`config.mk`:
```
export PLATFORM = sky130hd
export DESIGN_NAME = viterbi_channel_injector_flat
export DESIGN_NICKNAME = d
export VERILOG_FILES = /design/src/rtl/viterbi_channel_injector_pkg.sv /design/src/rtl/viterbi_channel_injector_if.sv /design/src/rtl/viterbi_channel_injector_lfsr.sv /design/src/rtl/viterbi_channel_injector.sv /design/src/flat_wrapper.sv
export SDC_FILE = /design/constraint.sdc
export NUM_CORES = 1
export LEC_CHECK = 0
export CORE_ASPECT_RATIO = 1.2
export CORE_UTILIZATION = 45
export CTS_CLUSTER_DIAMETER = 150
export DETAILED_ROUTE_END_ITERATION = 8
export PLACE_DENSITY = 0.71
export SLEW_MARGIN = 40
export SYNTH_ARGS = -nofsm -noshare
export SYNTH_HDL_FRONTEND = slang
export SYNTH_SLANG_ARGS = --single-unit
export TNS_END_PERCENT = 50
```
`constraint.sdc`:
```
create_clock -name clk -period 3.04 [get_ports clk]
set_clock_uncertainty 0.2 [all_clocks]
set_input_delay 0.608 -clock clk [delete_from_list [all_inputs] [get_ports clk]]
set_output_delay 0.608 -clock clk [all_outputs]
set_load 0.03 [all_outputs]
```
`src/rtl/viterbi_channel_injector_pkg.sv`:
```
// Shared types and helpers for the Viterbi noisy-channel injector.
package viterbi_chan_pkg;

  typedef enum logic [1:0] {
    ModeBypass = 2'd0,
    ModeRandom = 2'd1,
    ModeBurst  = 2'd2,
    ModeFixed  = 2'd3
  } chan_mode_e;

  typedef enum logic {
    StIdle,
    StBurst
  } burst_st_e;

  // Galois toggle mask for x^32 + x^22 + x^2 + x + 1 (right-shifting form).
  localparam logic [31:0] LFSR_TAPS = 32'h8020_0003;

  function automatic logic [5:0] popcount(input logic [31:0] v);
    logic [5:0] c;
    c = '0;
    for (int i = 0; i < 32; i++) c += {5'd0, v[i]};
    return c;
  endfunction

endpackage

```
`src/rtl/viterbi_channel_injector_if.sv`:
```
// Symbol stream in/out of the channel injector.
interface viterbi_channel_injector_if #(
  parameter int unsigned W = 2
) ();
  logic         valid_i;
  logic [W-1:0] sym_i;
  logic         valid_o;
  logic [W-1:0] sym_o;
  logic [W-1:0] err_mask_o;

  // Master drives encoder symbols and observes the corrupted stream.
  modport master (
    output valid_i, sym_i,
    input  valid_o, sym_o, err_mask_o
  );

  // Slave is the injector itself.
  modport slave (
    input  valid_i, sym_i,
    output valid_o, sym_o, err_mask_o
  );
endinterface

```
`src/rtl/viterbi_channel_injector_lfsr.sv`:
```
// 32-bit Galois LFSR with synchronous reload; exposes the low OUT_W state bits.
module chan_lfsr
  import viterbi_chan_pkg::*;
#(
  parameter logic [31:0] RESET_VAL = 32'hACE1_0001,
  parameter int unsigned OUT_W     = 32
) (
  input  logic             clk,
  input  logic             rst,
  input  logic             load_i,
  input  logic [31:0]      seed_i,
  input  logic             step_i,
  output logic [OUT_W-1:0] state_o
);

  logic [31:0] r_state;
  logic [31:0] w_next;

  // Next state: shift right, fold the taps in when a one falls out.
  always_comb begin
    w_next = r_state >> 1;
    if (r_state[0]) w_next = w_next ^ LFSR_TAPS;
  end

  // State register; reload has priority over stepping.
  always_ff @(posedge clk or posedge rst) begin
    if (rst) begin
      r_state <= RESET_VAL;
    end else if (load_i) begin
      r_state <= seed_i;
    end else if (step_i) begin
      r_state <= w_next;
    end
  end

  assign state_o = r_state[OUT_W-1:0];

endmodule

```
`src/rtl/viterbi_channel_injector.sv`:
```
// Noisy-channel model: registers each code symbol and XORs in an error mask drawn from one of
// four modes, counting symbols, errored symbols and flipped bits over an injection window.
module viterbi_channel_injector
  import viterbi_chan_pkg::*;
#(
  parameter int unsigned W         = 2,
  parameter int unsigned N         = 3,
  parameter int unsigned BURST_LEN = 4,
  parameter int unsigned WINDOW    = 256,
  parameter int unsigned CW        = 16,
  parameter logic [31:0] SEED      = 32'hACE1_0001
) (
  input  logic                       clk,
  input  logic                       rst,
  input  logic                       start_i,
  input  logic [1:0]                 mode_i,
  input  logic [W-1:0]               pattern_i,
  viterbi_channel_injector_if.slave  bus,
  output logic [CW-1:0]              sym_ct_o,
  output logic [CW-1:0]              err_sym_ct_o,
  output logic [CW-1:0]              err_bit_ct_o,
  output logic                       window_done_o
);

  localparam int unsigned RW         = (BURST_LEN > 1) ? $clog2(BURST_LEN) : 1;
  localparam int unsigned CW1        = CW + 1;
  localparam int unsigned LFSR_OUT_W = N + W;
  localparam logic [CW-1:0] WINDOW_CT = CW'(WINDOW);
  localparam logic [CW-1:0] CT_MAX    = '1;
  localparam logic [RW-1:0] REM_INIT  = RW'(BURST_LEN - 1);
  localparam logic [RW-1:0] REM_ONE   = RW'(1);

  chan_mode_e              w_mode;
  logic                    w_accept;
  logic                    w_in_window;
  logic                    w_trig;
  logic [W-1:0]            w_mask;
  logic [LFSR_OUT_W-1:0]   w_lfsr;
  logic [5:0]              w_pop;
  logic [CW:0]             w_sym_sum;
  logic [CW:0]             w_es_sum;
  logic [CW:0]             w_eb_sum;

  burst_st_e               r_st;
  logic [RW-1:0]           r_rem;
  logic                    r_valid;
  logic [W-1:0]            r_sym;
  logic [W-1:0]            r_mask;
  logic [CW-1:0]           r_sym_ct;
  logic [CW-1:0]           r_err_sym_ct;
  logic [CW-1:0]           r_err_bit_ct;

  assign w_mode      = chan_mode_e'(mode_i);
  // start_i wins: a symbol arriving with it is dropped.
  assign w_accept    = bus.valid_i & ~start_i;
  // Symbol index k is the count before this symbol is added.
  assign w_in_window = r_sym_ct < WINDOW_CT;
  assign w_trig      = &w_lfsr[N-1:0];

  chan_lfsr #(
    .RESET_VAL (SEED),
    .OUT_W     (LFSR_OUT_W)
  ) u_lfsr (
    .clk     (clk),
    .rst     (rst),
    .load_i  (start_i),
    .seed_i  (SEED),
    .step_i  (w_accept),
    .state_o (w_lfsr)
  );

  // Error mask for the symbol presented this cycle.
  always_comb begin
    w_mask = '0;
    if (w_in_window) begin
      unique case (w_mode)
        ModeBypass: w_mask = '0;
        ModeRandom: if (w_trig) w_mask = w_lfsr[N+W-1:N];
        ModeBurst:  if (r_st == StBurst || w_trig) w_mask = '1;
        ModeFixed:  if (r_sym_ct[N-1:0] == '0) w_mask = pattern_i;
        default:    w_mask = '0;
      endcase
    end
  end

  assign w_pop     = popcount(32'(w_mask));
  assign w_sym_sum = {1'b0, r_sym_ct} + CW1'(1);
  assign w_es_sum  = {1'b0, r_err_sym_ct} + CW1'(w_mask != '0);
  assign w_eb_sum  = {1'b0, r_err_bit_ct} + CW1'(w_pop);

  // Burst FSM; any non-burst symbol or out-of-window symbol aborts a burst in progress.
  always_ff @(posedge clk or posedge rst) begin
    if (rst) begin
      r_st  <= StIdle;
      r_rem <= '0;
    end else if (start_i) begin
      r_st  <= StIdle;
      r_rem <= '0;
    end else if (w_accept) begin
      if (!w_in_window || w_mode != ModeBurst) begin
        r_st  <= StIdle;
        r_rem <= '0;
      end else if (r_st == StBurst) begin
        r_rem <= r_rem - REM_ONE;
        if (r_rem == REM_ONE) r_st <= StIdle;
      end else if (w_trig && BURST_LEN > 1) begin
        r_st  <= StBurst;
        r_rem <= REM_INIT;
      end
    end
  end

  // Saturating statistics counters.
  always_ff @(posedge clk or posedge rst) begin
    if (rst) begin
      r_sym_ct     <= '0;
      r_err_sym_ct <= '0;
      r_err_bit_ct <= '0;
    end else if (start_i) begin
      r_sym_ct     <= '0;
      r_err_sym_ct <= '0;
      r_err_bit_ct <= '0;
    end else if (w_accept) begin
      r_sym_ct     <= w_sym_sum[CW] ? CT_MAX : w_sym_sum[CW-1:0];
      r_err_sym_ct <= w_es_sum[CW]  ? CT_MAX : w_es_sum[CW-1:0];
      r_err_bit_ct <= w_eb_sum[CW]  ? CT_MAX : w_eb_sum[CW-1:0];
    end
  end

  // Output stage; symbol and mask hold their last values while no symbol is accepted.
  always_ff @(posedge clk or posedge rst) begin
    if (rst) begin
      r_valid <= 1'b0;
      r_sym   <= '0;
      r_mask  <= '0;
    end else begin
      r_valid <= w_accept;
      if (w_accept) begin
        r_sym  <= bus.sym_i ^ w_mask;
        r_mask <= w_mask;
      end
    end
  end

  assign bus.valid_o    = r_valid;
  assign bus.sym_o      = r_sym;
  assign bus.err_mask_o = r_mask;
  assign sym_ct_o       = r_sym_ct;
  assign err_sym_ct_o   = r_err_sym_ct;
  assign err_bit_ct_o   = r_err_bit_ct;
  assign window_done_o  = r_sym_ct >= WINDOW_CT;

endmodule

```
`src/flat_wrapper.sv`:
```
// flat-port wrapper written by rule: the top's interface ports become plain ports
module viterbi_channel_injector_flat import viterbi_chan_pkg::*;
#(
  parameter int unsigned W         = 2,
  parameter int unsigned N         = 3,
  parameter int unsigned BURST_LEN = 4,
  parameter int unsigned WINDOW    = 256,
  parameter int unsigned CW        = 16,
  parameter logic [31:0] SEED      = 32'hACE1_0001
)
  (clk, rst, start_i, mode_i, pattern_i, sym_ct_o, err_sym_ct_o, err_bit_ct_o, window_done_o, bus_valid_i, bus_sym_i, bus_valid_o, bus_sym_o, bus_err_mask_o);
  viterbi_channel_injector_if #(.W(W)) bus_i ();
  input  logic clk;
  input  logic rst;
  input  logic start_i;
  input  logic [1:0] mode_i;
  input  logic [W-1:0] pattern_i;
  output logic [CW-1:0] sym_ct_o;
  output logic [CW-1:0] err_sym_ct_o;
  output logic [CW-1:0] err_bit_ct_o;
  output logic window_done_o;
  input wire logic [$bits(bus_i.valid_i)-1:0] bus_valid_i;
  input wire logic [$bits(bus_i.sym_i)-1:0] bus_sym_i;
  output wire logic [$bits(bus_i.valid_o)-1:0] bus_valid_o;
  output wire logic [$bits(bus_i.sym_o)-1:0] bus_sym_o;
  output wire logic [$bits(bus_i.err_mask_o)-1:0] bus_err_mask_o;
  assign bus_i.valid_i = bus_valid_i;
  assign bus_i.sym_i = bus_sym_i;
  assign bus_valid_o = bus_i.valid_o;
  assign bus_sym_o = bus_i.sym_o;
  assign bus_err_mask_o = bus_i.err_mask_o;
  viterbi_channel_injector #(.W(W), .N(N), .BURST_LEN(BURST_LEN), .WINDOW(WINDOW), .CW(CW), .SEED(SEED)) u_core (.clk(clk), .rst(rst), .start_i(start_i), .mode_i(mode_i), .pattern_i(pattern_i), .bus(bus_i), .sym_ct_o(sym_ct_o), .err_sym_ct_o(err_sym_ct_o), .err_bit_ct_o(err_bit_ct_o), .window_done_o(window_done_o));
endmodule
```
**Word level (Yosys, flattened, before mapping)**

Cells that the tools add are included.

- Bits in registers: 88
- Input port bits: 10
- Output and inout bits: 54
- Word-level logic and storage cells: 63

- Add/subtract/negate cells: 5
- Magnitude comparators: 2
- Equal/unequal tests: 5
- Multiplexer cells: 28
- Bitwise logic cells: 4
- Reductions and logical operators: 10

Operator list:

| kind | count |
|---|---|
| $mux W16 | 9 |
| $mux W32 | 3 |
| $mux W2 | 9 |
| $add A16 B1 Y17 | 1 |
| $add A16 B1 Y17 const B | 1 |
| $add A16 B6 Y17 | 1 |
| $ge A16 B9 Y1 const B | 1 |
| $lt A16 B9 Y1 const B | 1 |
| $pmux W2 S4 | 1 |
| $mux W1 | 6 |
| $eq A2 B1 Y1 const B | 2 |
| $eq A2 B2 Y1 const B | 2 |
| $not A3 Y4 | 1 |
| $reduce_bool A2 Y1 | 2 |
| $reduce_bool A4 Y1 | 1 |
| $logic_not A3 Y1 | 1 |
| $reduce_and A3 Y1 | 1 |
| $add A1 B1 Y2 | 1 |
| $logic_not A2 Y1 | 1 |
| $logic_or A1 B1 Y1 | 2 |
| $ne A2 B2 Y1 const B | 1 |
| $reduce_and A2 Y1 | 1 |
| $sub A2 B1 Y2 const B | 1 |
| $xor A2 B2 Y2 | 1 |
| other kinds (3) | 3 |

**Depth between registers and ports, before layout**

Gate-level depths: netlist (run 1).

- Depth after elaboration: 10
- Depth in mapped cells: 15
- Depth with buffers taken out: 14

**By module**

From an unflattened synthesis (run 1), not the netlist that was laid out.

- Cell total of the unflattened synthesis: 476
- Area total of the unflattened synthesis: 4,664.5 um^2

By module, submodules not included:

| module | times used | cells each | area each (um^2) | seq. area each (um^2) |
|---|---|---|---|---|
| viterbi_channel_injector | 1 | 327 | 3,083.0 | 1,401.3 |
| chan_lfsr | 1 | 149 | 1,581.5 | 812.0 |

**Least setup slack after synthesis (run 1)**

Ideal clock, no wire load.

- Path type: register to register
- Start point: register u_core.r_sym_ct[10], in the netlist u_core.sym_ct_o[10]
- End point: register u_core.r_err_bit_ct[9], in the netlist u_core.err_bit_ct_o[9]
- Setup time: 0.065 ns
- Arrival: 3.339 ns
- Data required time: 2.775 ns
- Slack: -0.564 ns
- Cell stages (with the launch flop): 13
- Buffers on the path: 1
- Clock period less this slack: 3.604 ns
- Cell sequence: dfrtp_1 -> nor4_1 -> nand2_1 -> a21o_1 -> ha_1 -> ha_1 -> inv_1 -> fa_1 -> nor3_1 -> nand3_1 -> clkbuf_1 -> a31oi_1 -> o21a_1

- Word-level cells in the longest chain between the ends: 7

Ends and longest elaborated chain:

| what | RTL line | RTL |
|---|---|---|
| start, declared | viterbi_channel_injector.sv:49 | `logic [CW-1:0] r_sym_ct;` |
| start signal, assigned | viterbi_channel_injector.sv:124 | `r_sym_ct <= w_sym_sum[CW] ? CT_MAX : w_sym_sum[CW-1:0];` |
| $lt A16 B9 Y1 | viterbi_channel_injector.sv:57 | `assign w_in_window = r_sym_ct < WINDOW_CT;` |
| $mux W2 | viterbi_channel_injector.sv:75 | `if (w_in_window) begin` |
| $add A1 B1 Y2 | viterbi_channel_injector_pkg.sv:22 | `for (int i = 0; i < 32; i++) c += {5'd0, v[i]};` |
| $add A16 B6 Y17 | viterbi_channel_injector.sv:89 | `assign w_eb_sum = {1'b0, r_err_bit_ct} + CW1'(w_pop);` |
| $mux W16 | viterbi_channel_injector.sv:126 | `r_err_bit_ct <= w_eb_sum[CW] ? CT_MAX : w_eb_sum[CW-1:0];` |
| $mux W16 | viterbi_channel_injector.sv:123 | `end else if (w_accept) begin` |
| $mux W16 | viterbi_channel_injector.sv:119 | `end else if (start_i) begin` |
| end signal, assigned | viterbi_channel_injector.sv:126 |  |
| end, declared | viterbi_channel_injector.sv:51 | `logic [CW-1:0] r_err_bit_ct;` |

Every way passes these cells. The select of a mux whose other input is x is not followed.
A chain may end at the register's enable or synchronous reset.

**Final worst setup path (run 1)**

- Start point: register u_core.r_sym_ct[10], in the netlist u_core.sym_ct_o[10]
- End point: register u_core.r_err_bit_ct[14], in the netlist u_core.err_bit_ct_o[14]

The elaborated chain is that of the path after synthesis.

==> results of run 1 <==
timing repair:
action | CTS | global route
gates cloned | 0 | 1
pin swaps | 9 | 8
endpoints found under the setup margin | 30 | 30
setup buffers | 5 | 5
gates resized for setup | 17 | 20
cell type report:
class                   instances  area share, %
flip-flops and latches         88           36.3
multi-input cells             324           37.9
clock buffers                  11           3.96
repair buffers                119           17.4
clock inverters                 5          0.919
inverters                      16           1.04
well taps                     123           2.51
cell usage in the layout (no fill, tap or decap), drive strengths merged, types with 2 or more instances in the layout:
| master | count |
|---|---|
| and3b | 5 |
| clkbuf | 12 |
| nor2 | 67 |
| a41oi | 2 |
| a211o | 8 |
| nand3 | 21 |
| or3 | 3 |
| nor2b | 13 |
| o21bai | 14 |
| nand4 | 6 |
| o21ai | 13 |
| nand2 | 14 |
| clkinvlp | 2 |
| buf | 58 |
| nor4 | 7 |
| a311oi | 4 |
| a21oi | 11 |
| dfstp | 9 |
| inv | 15 |
| and4 | 12 |
| a211oi | 11 |
| clkinv | 3 |
| clkdlybuf4s50 | 59 |
| o22a | 2 |
| dfrtp | 79 |
| and3 | 16 |
| ha | 10 |
| nor3 | 15 |
| mux2i | 25 |
| a31oi | 22 |
| xnor2 | 4 |
| a21o | 2 |
| and2 | 5 |
cells by family after synthesis:
logic type / after synthesis / share of synthesized area [%]
flops: 88 / 49.6
mux: 25 / 5.61
fa+ha+maj: 11 / 3.25
compound gates: 96 / 14.8
simple gates: 187 / 22.5
buf+inv: 38 / 3.42
xor+xnor: 4 / 0.786
per-stage QoR:
stage	power [uW]	hold slack, ps	std cells	area, um2	utilization (%)
after floorplan	1390	260	449	4560	-
after global placement	1470	263	659	5580	58.4
after detailed placement	1480	276	659	5580	58.4
after CTS	2600	294	680	6000	62.8
after global routing	2680	321	686	6120	64.0
final	2580	287	686	6120	64.0
worst paths after layout:
check,slack [ps],to
max,-130,u_core.err_bit_ct_o[14]$_DFFE_PP0P_
min,290,u_core.bus.err_mask_o[0]$_DFFE_PP0P_
max reg2reg,-130,u_core.err_bit_ct_o[14]$_DFFE_PP0P_
min reg2reg,290,u_core.bus.err_mask_o[0]$_DFFE_PP0P_
max in group asynchronous,1710,u_core.sym_ct_o[13]$_DFFE_PP0P_
min in group asynchronous,540,u_core.err_sym_ct_o[8]$_DFFE_PP0P_
per-layer routing:
layer / global-route usage, % / vias to the layer above
li1: - / 1866
met5: 0 / -
met1: 28.4 / 1884
met3: 3.36 / 17
met2: 33.6 / 75
met4: 9.03 / 0
power breakdown:
part,switching (uW),internal [uW],total (uW)
combinational,143,97.7,240
clock,450,658,1110
sequential,18.7,1210,1230
total,612,1960,2580
critical path, stage by stage, from the launching register on:
cell	delay (ps)
dfrtp_2	420
nor4_4	350
buf_4	190
nand2_4	50
a21o_1	190
ha_4	290
ha_4	130
inv_2	30
fa_2	360
nor3_4	250
buf_6	150
and2_4	150
and4_1	200
a211oi_1	60
registers in the layout, indices dropped and copies added (netlist names):
register,count
u_core.bus.err_mask_o,2
u_core.err_bit_ct_o,16
u_core.u_lfsr.r_state,32
u_core.bus.valid_o,1
u_core.bus.sym_o,2
u_core.r_st,1
u_core.r_rem,2
u_core.sym_ct_o,16
u_core.err_sym_ct_o,16
==> results.toml, run 1 <==
[cells_and_area]
fillers = 829
n_antenna_cell = 0
seqCellArea_um2 = 2220
fin_nets = 579
drive_gt1_share_pct = 23.6
multi_input_area_um2 = 2320
synthToLayoutAreaGrowth_pct = 37.3

[floorplanning]
pin_count = 64
core-area_um2 = 9560
initial_core_util_pct = 46.6
die_w_um = 92.9
rows = 39
die-area_um2 = 10300
die_h_um = 111

[synth]
netlist_top_cells_count = "79 x dfrtp_1, 67 x nor2_1, 25 x mux2i_1, 22 x a31oi_1"
synth_top_area_share_pct = 44.3
syn_inst = 449
async_flop_share_pct = 100
yosysMostFrequentCell = "dfrtp_1"
syn-cell-area_um2 = 4460
ys_seq_area_share_pct = 49.6
synthTopCellsByArea = "dfrtp_1 44%, nor2_1 5.6%, mux2i_1 5.6%"
yosysTopAreaCell = "dfrtp_1"
syn_nets = 470
ys_ff_latch = 88
ys_types = 47
ys.flop_type = "dfrtp_1"
synth.avg_cell_area_um2 = 9.93
synth_edf_count = 0
yosys_warnings = 0

[route]
vias = 3842
wl_met3_um = 340
drt_pass1_iterations = 4
wl_per_cell_um = 15.5
wl_met2_mm = 5.31
drc = 0
first_iter_violations = 162
via_per_inst = 5.60
highest_layer = "met4"
routed_wirelength_mm = 10.6
wl_met1_mm = 4.75
antenna_left = 0

[critical_path]
worstSetupStartpoint = "u_core.sym_ct_o[10]$_DFFE_PP0P_"
end_kind = "register"
cp_max_fo = 5
crit_type = "reg2reg"
critPathLaunchType = "register"
r2r_start = "u_core.sym_ct_o[10]$_DFFE_PP0P_"
reg2reg_depth = 13
cp_data_arrival_time_ps = 3180
cp_data_required_time_ps = 3050

[sta]
max_freq_ghz = 0.315
slew-limit-headroom_pct = 62.7
hold_violations = 0
rsz0062_at_grt = "true"
setup_tns_ps = -1180
finalSetupViolations = 17
timing.final.crit_share_pct = 104
worstMarginPinSlew_ps = 560
drv_slew = 0
setup_ws_ps = -130
period_needed_ps = 3170

[clocking]
tritoncts = "yes"
root_buffer = "clkbuf_16"
cts_buffer_depth = 2
htreeDepth = 3
postCtsHoldBufs = 0
cts_buffers = 9
cts_sinks = 88
insertion_delay_ps = 340
clkTransAtPathRegs_ps = 60

[placed_design]
portBuffers = 63
place_worst_setup_slack_ps = -803
dpl.hpwl_mm = 6.91
place.gp.congestion = 0.829

[worst_hold_path]
hold_path_class = "reg2reg"
min_from = "u_core.bus.err_mask_o[0]$_DFFE_PP0P_"
holdPathStages = 2

[global_route]
grt_usage_pct = 21.1
grt_max_degree = 89
grt_pass1_vias = 3591
antenna_found_initial = 0
grt_overflow = 0
grt_first_pass_wirelength_mm = 17.3

[status]
violations = "negative setup slack"
status = "finished with violations"

[power]
peakVddDrop_v = 0.000311
total_leakage_power_uw = 0.00278
power_density_nw_per_um2 = 421

[job]
drv_cap = 0
No activity file was read; power rests on OpenSTA's default activity.
==> run 2: changes to the inputs <==
Settings changed: CORE_UTILIZATION 45 to 40, CTS_BUF_LIST set to sky130_fd_sc_hd__clkbuf_8, PLACE_DENSITY 0.71 to not set.
==> results.toml, run 2 (synthesis results as in run 1) <==
[clocking]
postCtsHoldBufs = 0
cts_buffer_depth = 2
cts_sinks = 88
tritoncts = "yes"
htreeDepth = 3
cts_buffers = 9
insertion_delay_ps = 360
clkTransAtPathRegs_ps = 90
root_buffer = "clkbuf_8"

[sta]
timing.final.crit_share_pct = 104
max_freq_ghz = 0.315
setup_ws_ps = -135
setup_tns_ps = -1300
worstMarginPinSlew_ps = 621
period_needed_ps = 3180
rsz0062_at_grt = "true"
hold_violations = 0
finalSetupViolations = 16
slew-limit-headroom_pct = 58.2
drv_slew = 0

[global_route]
grt_usage_pct = 19.1
grt_pass1_vias = 3643
grt_first_pass_wirelength_mm = 17.8
grt_max_degree = 89
antenna_found_initial = 0
grt_overflow = 0

[cells_and_area]
regMostFlops = "u_core.u_lfsr.r_state"
drive_gt1_share_pct = 23.8
synthToLayoutAreaGrowth_pct = 35.7
instances_no_fill = 693
final_common_cell = "dfrtp_1"
mostFrequentLayoutCells = "71 x dfrtp_1, 67 x nor2_1, 58 x clkdlybuf4s50_1"
n_antenna_cell = 0
final_core_util_pct = 56.7
fin_nets = 580
largest_reg_flops = 32

[floorplanning]
initial_core_util_pct = 41.8
pin_count = 64
rows = 41
die-area_um2 = 11600
die_w_um = 98.4
die_h_um = 118
core-area_um2 = 10700

[placed_design]
dpl.cell_count = 664
portBuffers = 63
place.gp.congestion = 0.822
dpl.hpwl_mm = 6.94
place_worst_setup_slack_ps = -680

[route]
drc = 3
routed_wirelength_mm = 10.6
via_per_inst = 5.45
antenna_left = 0
drt_pass1_iterations = 9
vias = 3774
first_iter_violations = 232
wl_per_cell_um = 15.3

[critical_path]
cp_data_required_time_ps = 3070
end_kind = "register"
cp_max_fo = 5
cp_data_arrival_time_ps = 3200
critPathLaunchType = "register"
crit_type = "reg2reg"

[worst_hold_path]
hold_path_class = "reg2reg"

[power]
peakVddDrop_v = 0.000309
total_leakage_power_uw = 0.00273
finalPower_uw = 2230
power_density_nw_per_um2 = 368

[status]
status = "finished with violations"
violations = "design-rule violations, negative setup slack"

[job]
drv_cap = 0
==> run 2: repair_timing <==
item                       in CTS  in global routing
pin swaps                       5                 23
gates cloned                    1                  0
setup endpoints to repair      30                 30
buffers inserted                6                  7
resized for setup              18                 23
==> run 2: worst paths after layout <==
kind	cells past startpoint	endpoint	from	slack, ps
min	2	u_core.bus.err_mask_o[0]$_DFFE_PP0P_	u_core.bus.err_mask_o[0]$_DFFE_PP0P_	290
max in group asynchronous	3	u_core.u_lfsr.r_state[23]$_DFFE_PP1P_	rst	1720
min reg2reg	2	u_core.bus.err_mask_o[0]$_DFFE_PP0P_	u_core.bus.err_mask_o[0]$_DFFE_PP0P_	290
min in group asynchronous	3	u_core.err_bit_ct_o[9]$_DFFE_PP0P_	rst	530
max	14	u_core.err_bit_ct_o[14]$_DFFE_PP0P_	u_core.sym_ct_o[9]$_DFFE_PP0P_	-140
max reg2reg	14	u_core.err_bit_ct_o[14]$_DFFE_PP0P_	u_core.sym_ct_o[9]$_DFFE_PP0P_	-140
==> run 2: where the power goes <==
part | internal (uW) | leakage, uW | switching [uW]
sequential | 1210 | 0.00117 | 18.8
combinational | 99.8 | 0.00147 | 142
clock | 304 | 0.0000862 | 457
==> run 2: area by class of cell <==
type                       count  area, um2
clock inverter                 7       55.1
timing repair buffer         120       1100
multi-input combinational    324       2330
sequential                    88       2220
tap                          129        161
clock buffer                   9        124
inverter                      16       63.8
fill                         958       4620
==> run 2: per-layer routing <==
layer	up-vias	GRT usage [%]	routed length (um)
li1	1866	-	-
met1	1841	25.5	5050
met2	60	31.0	5100
met3	7	3.50	288
met4	0	6.72	141
met5	-	0	0
==> run 2: stage by stage <==
stage	hold WS [ps]	cell area, um2
3_3_place_gp	266	5600
3_5_place_dp	278	5600
4_1_cts	299	5900
6_report	294	6050
5_1_grt	326	6050
2_1_floorplan	260	4560
==> run 2: worst max-delay path: stages, from the launching register on <==
cell      delay [ps]
dfrtp_2          430
nor4_4           340
buf_4            190
nand2_4           50
a21o_1           190
ha_4             280
ha_4             120
inv_2             30
fa_2             360
nor3_4           220
buf_4            140
buf_6             90
and2_4           160
and4_1           200
a211oi_2          60
==> run 3: changes to the inputs <==
Settings changed: CORE_MARGIN set to 3, SLEW_MARGIN 40 to 10.
==> results.toml, run 3 (synthesis results as in run 1) <==
[route]
antenna_left = 0
vias = 3718
drt_pass1_iterations = 4
drc = 0
wl_per_cell_um = 15.3
first_iter_violations = 131
via_per_inst = 5.44
routed_wirelength_mm = 10.4

[global_route]
grt_first_pass_wirelength_mm = 17.2
busiest_layer = "met2"
grt_pass1_vias = 3486
met3_usage_pct = 3.49
use_met2_pct = 27.2
grt_use_met1_pct = 23.9
antenna_found_initial = 0
grt_overflow = 0
grt_usage_pct = 17.4
grt_max_degree = 45

[cells_and_area]
final_common_cell = "dfrtp_1"
mostFrequentLayoutCells = "71 x dfrtp_1, 66 x nor2_1, 59 x clkdlybuf4s50_1"
n_antenna_cell = 0
synthToLayoutAreaGrowth_pct = 33.4
fin_nets = 570
largest_reg_flops = 32
regMostFlops = "u_core.u_lfsr.r_state"
drive_gt1_share_pct = 22.4

[worst_hold_path]
hold_path_class = "reg2reg"
min_from = "u_core.bus.sym_o[1]$_DFFE_PP0P_"

[clocking]
cts_sinks = 88
postCtsHoldBufs = 0
insertion_delay_ps = 360
cts_buffers = 9
tritoncts = "yes"
htreeDepth = 3
root_buffer = "clkbuf_8"
cts_buffer_depth = 2
clkTransAtPathRegs_ps = 90

[status]
violations = "negative setup slack"
status = "finished with violations"

[critical_path]
worstSetupStartpoint = "u_core.sym_ct_o[9]$_DFFE_PP0P_"
cp_data_arrival_time_ps = 3260
end_kind = "register"
crit_end = "u_core.err_bit_ct_o[12]$_DFFE_PP0P_"
reg2reg_to = "u_core.err_bit_ct_o[12]$_DFFE_PP0P_"
critPathLaunchType = "register"
crit_type = "reg2reg"
cp_data_required_time_ps = 3120
reg2reg_depth = 13
r2r_setup_slack_ps = -140
r2r_start = "u_core.sym_ct_o[9]$_DFFE_PP0P_"
cp_max_fo = 3

[sta]
hold_violations = 0
rsz0062_at_grt = "true"
drv_slew = 0
timing.final.crit_share_pct = 105
setup_ws_ps = -139
finalSetupViolations = 19
slew-limit-headroom_pct = 63.9
max_freq_ghz = 0.315
period_needed_ps = 3180
worstMarginPinSlew_ps = 541
setup_tns_ps = -1230

[placed_design]
place_worst_setup_slack_ps = -699
place.gp.congestion = 0.870
portBuffers = 63
dpl.hpwl_mm = 7.23

[floorplanning]
rows = 41
pin_count = 64
die-area_um2 = 12500
die_h_um = 122
die_w_um = 102
initial_core_util_pct = 41.6
core-area_um2 = 10700

[power]
power_density_nw_per_um2 = 373
peakVddDrop_v = 0.000189
total_leakage_power_uw = 0.00268

[job]
drv_cap = 0
[run 3: cell count changes in the layout (fill, tap and decap cells not counted), moves of 2 or more]
| cell | before | now |
|---|---|---|
| o21bai_2 | 0 | 2 |
| buf_4 | 48 | 44 |
| a311oi_1 | 2 | 4 |
| ha_4 | 5 | 2 |
| buf_6 | 8 | 2 |
| a31oi_1 | 20 | 18 |
| o21bai_1 | 14 | 12 |
| inv_2 | 4 | 1 |
| ha_1 | 4 | 6 |
| inv_1 | 11 | 14 |
| a311oi_2 | 2 | 0 |
[run 3: layout make-up]
cell class                 count  area [um2]
inverter                      16        63.8
multi-input combinational    323        2310
timing repair buffer         111        1010
clock inverter                 6        43.8
clock buffer                  10         138
sequential                    88        2220
tap                          129         161
fill                         955        4770
[run 3: where the power goes]
part	switching [uW]	internal [uW]
sequential	19.1	1210
clock	435	322
combinational	138	96.4
total	592	1630
[run 3: metal layers]
layer	vias to the layer above	wire, um	share of wire, %
li1	1835	-	-
met1	1814	5060	49
met2	58	4920	47
met3	11	297	2.9
met4	0	141	1.4
met5	-	0	0
[run 3: how the worst min path moves through the flow]
stage	endpoint	slack, ps	cells after the start
after floorplan	u_core.u_lfsr.r_state[16]$_DFFE_PP1P_	260	1
after global placement	u_core.bus.sym_o[0]$_DFFE_PP0P_	260	2
after detailed placement	u_core.bus.sym_o[1]$_DFFE_PP0P_	280	2
after CTS	u_core.bus.sym_o[1]$_DFFE_PP0P_	300	2
after global routing	u_core.u_lfsr.r_state[27]$_DFFE_PP1P_	330	1
final	u_core.bus.sym_o[1]$_DFFE_PP0P_	290	2
[run 3: timing repair]
action / CTS / global route
buffers inserted: 0 / 4
pin swaps: 2 / 18
setup endpoints to repair: 30 / 32
gates resized for setup: 5 / 31
[run 3: stage by stage]
stage / hold WS (ps) / instance area (um2) / util [%] / power (uW) / instances
floorplan: 260 / 4560 / - / 1390 / 449
global placement: 265 / 5590 / 52.1 / 1480 / 663
detailed placement: 278 / 5590 / 52.1 / 1480 / 663
CTS: 300 / 5780 / 53.9 / 2240 / 679
global route: 327 / 5950 / 55.5 / 2330 / 683
finish: 292 / 5950 / 55.5 / 2220 / 683
[run 3: worst max-delay path, stage by stage (launching register included)]
cell     delay, ps
dfrtp_2        430
nor4_4         360
buf_4          190
nand2_4         50
a21o_1         160
ha_1           280
ha_2           180
inv_2           40
fa_2           360
nor3_4         260
buf_4          150
nand4_1        120
nor2b_1        160
nor3_1         160
